--- src/rtl/sound_pkg.sv ---
// Shared constants for the audio stage: register map, noise LFSR seed/taps
// and the control-register enable bit position.
package sound_pkg;

    localparam logic [2:0] REG_CH0_LO  = 3'd0;
    localparam logic [2:0] REG_CH0_HI  = 3'd1;
    localparam logic [2:0] REG_CH0_CTL = 3'd2;
    localparam logic [2:0] REG_CH1_LO  = 3'd3;
    localparam logic [2:0] REG_CH1_HI  = 3'd4;
    localparam logic [2:0] REG_CH1_CTL = 3'd5;
    localparam logic [2:0] REG_NZ_CTL  = 3'd6;
    localparam logic [2:0] REG_NZ_PER  = 3'd7;

    localparam logic [14:0] LFSR_SEED  = 15'h0001;
    localparam int          LFSR_TAP_A = 14;
    localparam int          LFSR_TAP_B = 13;

    localparam int ENABLE_BIT = 7;

    function automatic logic [14:0] lfsr_next(input logic [14:0] s);
        return {s[13:0], s[LFSR_TAP_A] ^ s[LFSR_TAP_B]};
    endfunction

endpackage

--- src/rtl/square_channel.sv ---
// One square-wave tone channel: half-period of `period` ticks, amplitude is
// `volume` while the phase is high.
module square_channel #(
    parameter int PERIOD_W = 12
) (
    input  logic                clk_12_5875,
    input  logic                rst,
    input  logic                tick,
    input  logic [PERIOD_W-1:0] period,
    input  logic                enable,
    input  logic [3:0]          volume,
    output logic [3:0]          amplitude
);

    logic [PERIOD_W-1:0] cnt_q, cnt_d;
    logic                phase_q, phase_d;

    // Idle channels are parked every cycle so a restart always begins at cnt=1, phase low.
    always_comb begin
        cnt_d   = cnt_q;
        phase_d = phase_q;
        if (!enable || period == '0) begin
            cnt_d   = PERIOD_W'(1);
            phase_d = 1'b0;
        end else if (tick) begin
            if (cnt_q >= period) begin
                cnt_d   = PERIOD_W'(1);
                phase_d = ~phase_q;
            end else begin
                cnt_d = cnt_q + PERIOD_W'(1);
            end
        end
    end

    always_ff @(posedge clk_12_5875) begin
        if (rst) begin
            cnt_q   <= PERIOD_W'(1);
            phase_q <= 1'b0;
        end else begin
            cnt_q   <= cnt_d;
            phase_q <= phase_d;
        end
    end

    assign amplitude = phase_q ? volume : 4'd0;

endmodule

--- src/rtl/sound_generator.sv ---
// Bus-mapped audio stage: two square channels plus an LFSR noise channel,
// mixed to a 6-bit sample and emitted as a 64-step PWM stream.
module sound_generator
    import sound_pkg::*;
#(
    parameter int PRESCALE = 16,
    parameter int PERIOD_W = 12
) (
    input  logic       clk_12_5875,
    input  logic       rst,
    input  logic [2:0] reg_address,
    input  logic [7:0] data_in,
    input  logic       write_strobe,
    output logic [5:0] sample_out,
    output logic       pwm_out
);

    localparam int PS_W = $clog2(PRESCALE);

    logic [PS_W-1:0]     presc_q, presc_d;
    logic                tick;
    logic [PERIOD_W-1:0] ch0_per_q, ch0_per_d, ch1_per_q, ch1_per_d;
    logic                ch0_en_q, ch0_en_d, ch1_en_q, ch1_en_d, nz_en_q, nz_en_d;
    logic [3:0]          ch0_vol_q, ch0_vol_d, ch1_vol_q, ch1_vol_d, nz_vol_q, nz_vol_d;
    logic [3:0]          nz_per_q, nz_per_d, div_q, div_d;
    logic [14:0]         lfsr_q, lfsr_d;
    logic [3:0]          ch0_amp, ch1_amp, nz_amp;
    logic [5:0]          sample_q, sample_d, pc_q;
    logic                pwm_q, pwm_d;

    assign tick    = (presc_q == PS_W'(PRESCALE - 1));
    assign presc_d = tick ? '0 : presc_q + PS_W'(1);

    always_comb begin
        ch0_per_d = ch0_per_q;  ch0_en_d = ch0_en_q;  ch0_vol_d = ch0_vol_q;
        ch1_per_d = ch1_per_q;  ch1_en_d = ch1_en_q;  ch1_vol_d = ch1_vol_q;
        nz_en_d   = nz_en_q;    nz_vol_d = nz_vol_q;  nz_per_d  = nz_per_q;
        if (write_strobe) begin
            unique case (reg_address)
                REG_CH0_LO:  ch0_per_d[7:0]          = data_in;
                REG_CH0_HI:  ch0_per_d[PERIOD_W-1:8] = data_in[PERIOD_W-9:0];
                REG_CH0_CTL: begin ch0_en_d = data_in[ENABLE_BIT]; ch0_vol_d = data_in[3:0]; end
                REG_CH1_LO:  ch1_per_d[7:0]          = data_in;
                REG_CH1_HI:  ch1_per_d[PERIOD_W-1:8] = data_in[PERIOD_W-9:0];
                REG_CH1_CTL: begin ch1_en_d = data_in[ENABLE_BIT]; ch1_vol_d = data_in[3:0]; end
                REG_NZ_CTL:  begin nz_en_d  = data_in[ENABLE_BIT]; nz_vol_d  = data_in[3:0]; end
                REG_NZ_PER:  nz_per_d = data_in[3:0];
                default: ;
            endcase
        end
    end

    // Channels see the incoming enable so a disable written on a tick cycle wins,
    // while period writes only take effect from the following tick.
    square_channel #(.PERIOD_W(PERIOD_W)) u_ch0 (
        .clk_12_5875 (clk_12_5875),
        .rst         (rst),
        .tick        (tick),
        .period      (ch0_per_q),
        .enable      (ch0_en_d),
        .volume      (ch0_vol_q),
        .amplitude   (ch0_amp)
    );

    square_channel #(.PERIOD_W(PERIOD_W)) u_ch1 (
        .clk_12_5875 (clk_12_5875),
        .rst         (rst),
        .tick        (tick),
        .period      (ch1_per_q),
        .enable      (ch1_en_d),
        .volume      (ch1_vol_q),
        .amplitude   (ch1_amp)
    );

    always_comb begin
        lfsr_d = lfsr_q;
        div_d  = div_q;
        if (nz_en_q && tick) begin
            if (div_q >= nz_per_q) begin
                div_d  = 4'd0;
                lfsr_d = lfsr_next(lfsr_q);
            end else begin
                div_d = div_q + 4'd1;
            end
        end
    end

    assign nz_amp   = (nz_en_q && lfsr_q[0]) ? nz_vol_q : 4'd0;
    assign sample_d = {2'b00, ch0_amp} + {2'b00, ch1_amp} + {2'b00, nz_amp};
    assign pwm_d    = (pc_q < sample_q);

    always_ff @(posedge clk_12_5875) begin
        if (rst) begin
            presc_q   <= '0;
            ch0_per_q <= '0;  ch0_en_q <= 1'b0;  ch0_vol_q <= 4'd0;
            ch1_per_q <= '0;  ch1_en_q <= 1'b0;  ch1_vol_q <= 4'd0;
            nz_en_q   <= 1'b0; nz_vol_q <= 4'd0; nz_per_q  <= 4'd0;
            div_q     <= 4'd0;
            lfsr_q    <= LFSR_SEED;
            sample_q  <= 6'd0;
            pc_q      <= 6'd0;
            pwm_q     <= 1'b0;
        end else begin
            presc_q   <= presc_d;
            ch0_per_q <= ch0_per_d; ch0_en_q <= ch0_en_d; ch0_vol_q <= ch0_vol_d;
            ch1_per_q <= ch1_per_d; ch1_en_q <= ch1_en_d; ch1_vol_q <= ch1_vol_d;
            nz_en_q   <= nz_en_d;   nz_vol_q <= nz_vol_d; nz_per_q  <= nz_per_d;
            div_q     <= div_d;
            lfsr_q    <= lfsr_d;
            sample_q  <= sample_d;
            pc_q      <= pc_q + 6'd1;
            pwm_q     <= pwm_d;
        end
    end

    assign sample_out = sample_q;
    assign pwm_out    = pwm_q;

endmodule

--- config.mk ---
export PLATFORM = sky130hd
export DESIGN_NAME = sound_generator
export DESIGN_NICKNAME = d
export VERILOG_FILES = /design/src/rtl/sound_pkg.sv /design/src/rtl/square_channel.sv /design/src/rtl/sound_generator.sv
export SDC_FILE = /design/constraint.sdc
export NUM_CORES = 1
export LEC_CHECK = 0
export ABC_AREA = 0
export CAP_MARGIN = 40
export CORE_MARGIN = 2
export CORE_UTILIZATION = 39
export DETAILED_ROUTE_END_ITERATION = 16
export PLACE_DENSITY = 0.67
export SYNTH_ARGS = -nofsm -noshare
export SYNTH_HDL_FRONTEND = slang
export SYNTH_SLANG_ARGS = --single-unit
--- constraint.sdc ---
create_clock -name clk_12_5875 -period 2.7 [get_ports clk_12_5875]
set_input_delay 0.405 -clock clk_12_5875 [delete_from_list [all_inputs] [get_ports clk_12_5875]]
set_output_delay 0.405 -clock clk_12_5875 [all_outputs]
set_load 0.005 [all_outputs]
======== After elaboration in Yosys (flattened, before gate mapping) ========
Index checks and enable logic that the tools add are counted.
cells by class
  $lt $le $gt $ge ......................... 4
  reduce and logical (&&, ||, !) cells .... 23
  multiplexer cells ....................... 10
  equal/unequal tests ..................... 8
  add/subtract/negate cells ............... 7
  bitwise gates (word level) .............. 3
operators with widths
  operator                                             count
  adder 12 x 1 -> 12 bit, second input constant        2
  >= comparator 12 bit                                 2
  zero test 12 bit                                     2
  2-to-1 mux 12 bit                                    2
  AND reduction 2 bit                                  11
  2-to-1 mux 4 bit                                     4
  equality test 3 bit, second input constant           4
  adder 4 x 1 -> 4 bit, second input constant          2
  adder 5 x 4 -> 6 bit                                 1
  adder 6 x 1 -> 6 bit, second input constant          1
  equality test 3 x 2 -> 1 bit, second input constant  2
  less-than comparator 6 bit                           1
  OR reduction 2 bit                                   3
  adder 4 x 4 -> 5 bit                                 1
  equality test 4 bit, second input constant           1
  >= comparator 4 bit                                  1
  2-to-1 mux 1 bit                                     4
  equality test 3 x 1 -> 1 bit, second input constant  1
  zero test 3 bit                                      1
  logical AND 1 bit                                    2
  zero test 1 bit                                      2
  logical OR 1 bit                                     2
  NOT 1 bit                                            2
  bitwise XOR 1 bit                                    1
storage, ports and cells
  flip-flop bits (word level) ............. 105

======== Logic depth before layout (Yosys ltp) ========
Gate-level depths: netlist (run 1).
  word-level depth ........................ 6
  mapped depth ............................ 9
  depth with buffers taken out ............ 8

======== Hierarchy ========
Synthesis (run 1) repeated with hierarchy kept, for this count alone.
second synthesis, totals
  cells, all modules ...................... 581
  area total of the unflattened synthesis .. 5298.8 um2
by module, submodules not included
  module           area an instance (um2)  cells each  instances  sequential area each (um2)
  sound_generator  3404.5                  351         1          1581.5
  square_channel   947.2                   115         2          260.2

======== Least setup slack after synthesis (run 1) ========
No wires, ideal clock.
  path type ............................... reg-to-reg
  start ................................... reg nz_en_q
  end ..................................... reg sample_q[4] (netlist: sample_out[4])
  period minus slack after synthesis ...... 1969 ps
  cell stages (with the launch flop) ...... 9
  arrival ................................. 1841 ps
  setup slack ............................. 731 ps
  buffers on the path ..................... 0
  cells stage by stage .................... dfxtp_1 nand3_1 fa_1 inv_1 ha_1 a21o_1 a21oi_1 xor2_1 nor2_1
on the way
  word-level cells in the longest chain between the ends .. 3
RTL lines
  item                      RTL line                RTL
  start: declaration        sound_generator.sv:23   logic ch0_en_q, ch0_en_d, ch1_en_q, ch1_en_d, nz_en_q, nz_en_d;
  start signal: assignment  sound_generator.sv:107  nz_en_q <= nz_en_d; nz_vol_q <= nz_vol_d; nz_per_q <= nz_per_d;
  logical AND 1 bit         sound_generator.sv:88   assign nz_amp = (nz_en_q && lfsr_q[0]) ? nz_vol_q : 4'd0;
  2-to-1 mux 4 bit          sound_generator.sv:88
  adder 5 x 4 -> 6 bit      sound_generator.sv:89   assign sample_d = {2'b00, ch0_amp} + {2'b00, ch1_amp} + {2'b00, nz_amp};
  end signal: assignment    sound_generator.sv:110  sample_q <= sample_d;
  end: declaration          sound_generator.sv:28   logic [5:0] sample_q, sample_d, pc_q;
No other way between the ends.
A chain may end at the register's enable or synchronous reset.

======== Worst setup path after layout (run 1) ========
  start ................................... reg presc_q[0]
  end ..................................... reg u_ch1.cnt_q[11]
on the way
  word-level cells in the longest chain between the ends .. 1
RTL lines
  item                      RTL line                RTL
  start: declaration        sound_generator.sv:20   logic [PS_W-1:0] presc_q, presc_d;
  start signal: assignment  sound_generator.sv:104  presc_q <= presc_d;
  equality test 4 bit       sound_generator.sv:31   assign tick = (presc_q == PS_W'(PRESCALE - 1));
  end signal: assignment    square_channel.sv:40    cnt_q <= cnt_d;
  end: declaration          square_channel.sv:15    logic [PERIOD_W-1:0] cnt_q, cnt_d;
No other way between the ends.

==> results of run 1 <==
stage by stage:
stage          utilization (%)  setup WS [ns]
6_report                  44.6          0.515
5_1_grt                   44.6          0.372
4_1_cts                   44.6          0.529
3_5_place_dp              42.5          0.428
3_3_place_gp              42.5          0.513
2_1_floorplan                -          0.731
worst reg2reg max path, cell delays in order, from the launching register on:
cell	delay, ns
dfxtp_1	0.39
ha_1	0.25
and3_1	0.31
buf_4	0.26
nand4_4	0.16
nor4_1	0.46
xnor2_1	0.18
nor2_1	0.05
layout make-up:
| cell class | count | share of cell area, % |
|---|---|---|
| clock buffer | 14 | 4.45 |
| clock inverter | 2 | 0.211 |
| inverter | 48 | 3.04 |
| multi-input combinational | 431 | 48.8 |
| sequential | 105 | 35.5 |
| tap | 176 | 3.71 |
| timing repair buffer | 28 | 4.30 |
final timing paths:
path / start / to / slack [ns] / cells past startpoint
min: lfsr_q[10]$_SDFFE_PP0P_ / lfsr_q[11]$_SDFFE_PP0P_ / 0.46 / 2
min reg2reg: lfsr_q[10]$_SDFFE_PP0P_ / lfsr_q[11]$_SDFFE_PP0P_ / 0.46 / 2
max: presc_q[0]$_SDFF_PP0_ / u_ch1.cnt_q[11]$_SDFFE_PP0N_ / 0.51 / 7
max reg2reg: presc_q[0]$_SDFF_PP0_ / u_ch1.cnt_q[11]$_SDFFE_PP0N_ / 0.51 / 7
sequential cells by signal, indices dropped and copies added (netlist names), 6 cells and up:
| signal | cells |
|---|---|
| lfsr_q | 15 |
| ch0_per_q | 12 |
| ch1_per_q | 12 |
| u_ch0.cnt_q | 12 |
| u_ch1.cnt_q | 12 |
| pc_q | 6 |
| sample_out | 6 |
cell families after synthesis:
kind of cell	Yosys count	synth area share, %
xor gates and xnor gates	29	4.78
adders and majority gates	46	11.5
AOI/OAI and AO/OA	107	13.1
buffers and inverters	75	5.89
muxes	20	3.77
DFF	105	39.6
and+or+nand+nor	229	21.3
power groups by stage:
| stage | logic [mW] | clock network (mW) | registers (mW) |
|---|---|---|---|
| after global routing | 0.203 | 1.33 | 1.59 |
| after detailed placement | 0.181 | 0 | 1.62 |
| after floorplan | 0.127 | 0 | 1.62 |
| final | 0.182 | 1.23 | 1.59 |
| after CTS | 0.183 | 1.26 | 1.59 |
| after global placement | 0.175 | 0 | 1.62 |
cells in the final DEF (no fill, tap or decap), types with 2 or more instances in the layout:
master and instances:
o311ai_4 2, a31oi_1 2, nand2_1 61, xor2_1 12
ha_1 41, o21a_1 3, nor3_1 13, o21ai_0 19
nand2b_1 7, buf_4 8, nor4_1 8, xnor2_1 17
nor2_2 9, mux2i_1 20, inv_1 48, o2111ai_1 4
nor2b_1 6, nand3_1 26, o2111a_1 2, o21ai_1 4
clkdlybuf4s50_1 19, o211ai_1 2, clkbuf_1 3, and3_1 7
nor2_1 66, and2_1 4, o31ai_1 2, a21oi_1 54
nand4b_1 2, clkbuf_16 9, dfxtp_1 105, clkbuf_8 2
a211oi_1 3, nand4_1 8, fa_1 5, a21o_1 4
per-layer routing:
metal	share of wire (%)	track usage (%)
met1	48	20.6
met2	47	27.8
met3	3.2	4.53
met4	1.6	4.94
met5	0	0
==> run metrics, run 1 <==
RSZ-0062 raised after global routing no; Least-Margin Pin Slew 0.699 ns; gate count of the mapped netlist 611; Pwr Density 506 nW/µm²; Required @ worst endpoint 2.92 ns; CP Launch Type flop; IO Port Bufs 20; CTS tree built; most frequent cell after synthesis dfxtp_1; Detail Route Antenna Nets 0; Residual DRC 0; Worst Path Buf+Inv 1; Layout fillers 1290; crit-path max FO 12; worst-case clock buffer depth 2; largest net degree at the start of global routing 51; root buf cell clkbuf_16; DPL Wire Length 8.16 mm; post-layout minimum cycle time 2.19 ns; clock power share 41.0%; initial antenna violation count 0; Initial Utilization 39.9%; Async SR Flop Fraction 0%; clock slew at reported path FFs 0.07 ns; area of the multi-input gates 2900 µm²; # hold bufs at CTS 0; Internal Power 2.32 mW; Mapped Area 5310 µm²; Yosys reg bits 105; Final setup viols 0; DIE AREA 14600 µm²; Hold Vio Cnt, Final 0; Yosys cell types 55; core area 13300 µm²; share of layout cells above drive strength 1 6.85%; leak pwr 2.27 nW; Critical Path Max Stage Delay 0.46 ns; total routed wirelength 11.1 mm; largest delay contributor family on the critical path simple AND/OR/NAND/NOR gates; first-pass GRT wire length 19.3 mm; status finished, final reports clean; CP Class reg2reg; GP Congestion 0.755; via count 4086; power after layout 3.00 mW; Sequential Power Share 53.0%; initial DRC count 204; P_sw 0.683 mW; vias in the first global route 4200; CTS Buf Count 9; row count 42; setup_tns 0 ns; area grow syn2layout 11.7%; design area 5930 µm²; Primary FF master, synth dfxtp_1; Gate power share 6.1%; Max Cap Viol 0; Syn Nets 671; top cells by area, synth dfxtp_1 40%, ha_1 9.7%, a21oi_1 5.1%; Via density 5.08; cells along the critical path ha_1, and3_1, buf_4, nand4_4, nor4_1, xnor2_1, nor2_1; DR pass1 iterations 5; total number of yosys warnings 0; H-tree levels 3; Top Ports 21; Remaining Overflow, GRT 0; top cells by count, synth 105 x dfxtp_1, 66 x nor2_1, 61 x nand2_1; Nets 683; Fmax 458 MHz; register area share after synthesis 39.6%; clk_lat worst skew 0.34 ns; Avg Cell Area, Syn 8.69 µm²; slowest cell on the critical path nor4_1; register area 2100 µm²; HP Class reg2reg; Placement Cell Area 5650 µm²; setup bufs post-CTS 0; critical path arrival 2.41 ns; # resized after CTS 0; GR Util All Layers 16.5%; switch share 22.8%; Post-synth EDFFs 0; WL/cell 13.8 µm; dpl cells 788; Tcrit/Tclk final 80.9%; DIE WIDTH 121 µm; Worst slew margin 53.4%; Setup Skew 0.00838 ns; Final Instance Count excl. Fillers 804; peak supply drop 0.253 mV; clk sinks 105; share of the synthesized area in the top cell type 39.6%; Die Y 121 µm; Fin Hold WS 0.463 ns; crit end category flop; cell accounting for the most synthesized area dfxtp_1; Final Max Slew Viols 0; diode count 0
No activity file was read; power rests on OpenSTA's default activity.
==> run 2, diff against run 1 <==
--- a/config.mk
+++ b/config.mk
@@ -10,7 +10,7 @@
 export CORE_MARGIN = 2
 export CORE_UTILIZATION = 39
 export DETAILED_ROUTE_END_ITERATION = 16
-export PLACE_DENSITY = 0.67
+export PLACE_DENSITY = 0.69
 export SYNTH_ARGS = -nofsm -noshare
 export SYNTH_HDL_FRONTEND = slang
 export SYNTH_SLANG_ARGS = --single-unit
==> constraint.sdc (replaced) <==
create_clock -name clk_12_5875 -period 1.82 [get_ports clk_12_5875]
set_input_delay 0.273 -clock clk_12_5875 [delete_from_list [all_inputs] [get_ports clk_12_5875]]
set_output_delay 0.273 -clock clk_12_5875 [all_outputs]
set_load 0.005 [all_outputs]
==> run 2 against run 1 <==
Via count increased by 11%. The flow now finishes with violations (negative setup slack). Die area unchanged. Total power up 61%.
==> run metrics, run 2 (same netlist as run 1, synthesis figures left out) <==
initial antenna violation count 0; Largest register FFs 15; leak pwr 2.79 nW; row count 42; clk_lat worst skew 0.35 ns; initial DRC count 224; worst r2r src u_ch1.phase_q$_SDFFE_PP0P_; largest net degree at the start of global routing 55; status finished, violations left; crit-path max FO 6; Final Worst Setup Slack -0.128 ns; CP Class reg2reg; crit end category flop; core area 13300 µm²; critical path arrival 2.16 ns; Top Ports 21; clock slew at reported path FFs 0.07 ns; Remaining Overflow, GRT 0; Initial Utilization 39.9%; Required @ worst endpoint 2.03 ns; DR pass1 iterations 4; dpl cells 849; Nets 760; RSZ-0062 raised after global routing yes; Residual DRC 0; Final setup viols 4; Tcrit/Tclk final 107%; Final Max Slew Viols 0; area grow syn2layout 32.6%; Setup Skew 0.00465 ns; Via density 5.16; share of layout cells above drive strength 1 28.7%; CP Launch Type flop; HP Class in2reg; CTS Buf Count 9; root buf cell clkbuf_16; worst reg2reg setup slack -0.13 ns; post-layout util 53.0%; RR Endpoint sample_out[5]$_SDFF_PP0_; DIE AREA 14600 µm²; post-layout minimum cycle time 1.95 ns; Max Cap Viol 0; Hold Vio Cnt, Final 0; violated checks negative setup slack; Die Y 121 µm; vias in the first global route 4335; Final Instance Count excl. Fillers 880; Worst slew margin 64.0%; IO Port Bufs 20; first-pass GRT wire length 20.2 mm; peak supply drop 0.369 mV; CTS tree built; worst-case clock buffer depth 2; WL/cell 14.2 µm; R2R cell count 7; GR Util All Layers 17.3%; most frequent cells in the layout 89 x dfxtp_1, 74 x buf_4, 58 x nand2_1, 57 x nor2_1, 51 x a21oi_1; Fmax 513 MHz; Least-Margin Pin Slew 0.540 ns; H-tree levels 3; Pwr Density 686 nW/µm²; min-delay src rst; sink of the worst hold path lfsr_q[0]$_SDFFE_PP1P_; GP Congestion 0.805; Detail Route Antenna Nets 0; diode count 0; clk sinks 105; DIE WIDTH 121 µm; total routed wirelength 12.5 mm; DPL Wire Length 8.71 mm; hold depth 3; most common cell after layout, fill and taps aside dfxtp_1; Largest Register lfsr_q; via count 4538
[run 2: cell types whose count changed in the layout (fill, tap and decap cells not counted), moves of 7 or more]
| cell | before | now |
|---|---|---|
| ha_1 | 41 | 32 |
| o21ai_2 | 0 | 15 |
| buf_4 | 8 | 74 |
| dfxtp_2 | 0 | 12 |
| o21ai_0 | 19 | 4 |
| ha_4 | 0 | 7 |
| nor2_1 | 66 | 57 |
| dfxtp_1 | 105 | 89 |
[run 2: layout make-up]
| class | instances | area (µm²) |
|---|---|---|
| inverters | 48 | 180 |
| fillers | 1168 | 6250 |
| repair buffers | 104 | 926 |
| clock buffers | 11 | 243 |
| multi-input cells | 432 | 3260 |
| well taps | 176 | 220 |
| flip-flops and latches | 105 | 2130 |
| clock inverters | 4 | 77.6 |
[run 2: how the worst max path moves through the flow]
stage                     slack, ns                     endpoint                  startpoint  depth (start not counted)
final                         -0.13     sample_out[5]$_SDFF_PP0_  u_ch1.phase_q$_SDFFE_PP0P_                          7
after global routing          -0.20     sample_out[4]$_SDFF_PP0_  u_ch1.phase_q$_SDFFE_PP0P_                          8
after CTS                     -0.08     sample_out[4]$_SDFF_PP0_  u_ch1.phase_q$_SDFFE_PP0P_                          8
after detailed placement      -0.20  u_ch0.cnt_q[6]$_SDFFE_PP0N_                write_strobe                          6
after global placement        -0.14  u_ch0.cnt_q[4]$_SDFFE_PP0N_                write_strobe                          6
after floorplan               0.005     sample_out[2]$_SDFF_PP0_        nz_en_q$_SDFFE_PP0P_                          6
[run 2: worst max-delay path: stages (launching register included)]
cell and delay, ns:
dfxtp_4 0.38, nand2_1 0.09, fa_1 0.50, inv_1 0.04
ha_2 0.19, fa_2 0.38, a21oi_2 0.17, nor3b_1 0.07
[run 2: what timing repair did]
item / 4_1_cts / 5_1_grt
endpoints found under the setup margin: 41 / 49
gates cloned: 0 / 3
gates resized for setup: 15 / 88
pin swaps: 9 / 53
hold buffers: 0 / 0
hold endpoints to repair: 0 / 0
setup buffers: 3 / 10
[run 2: through the flow]
| step | area [µm²] | power, mW | TNS, ns | worst slack, ns | hold WS (ns) |
|---|---|---|---|---|---|
| floorplan | 5360 | 2.59 | 0 | 0.00498 | 0.351 |
| global route | 7040 | 5.00 | -1.55 | -0.196 | 0.304 |
| CTS | 6610 | 4.83 | -0.276 | -0.0800 | 0.282 |
| detailed placement | 6180 | 2.73 | -5.11 | -0.196 | 0.447 |
| finish | 7040 | 4.83 | -0.303 | -0.128 | 0.288 |
| global placement | 6180 | 2.72 | -2.90 | -0.142 | 0.438 |
[run 2: report_power, final]
group	internal, mW	switching, mW	leakage [nW]
sequential	2.33	0.0230	0.857
combinational	0.182	0.203	1.77
clock	1.24	0.852	0.156
[run 2: per-layer routing]
| layer | global-route usage (%) | part of all wire (%) | vias up |
|---|---|---|---|
| met1 | 21.2 | 44 | 2174 |
| met5 | 0 | 0 | - |
| met2 | 29.3 | 50 | 69 |
| li1 | - | - | 2265 |
| met4 | 8.28 | 2.9 | 0 |
| met3 | 3.25 | 3.1 | 30 |
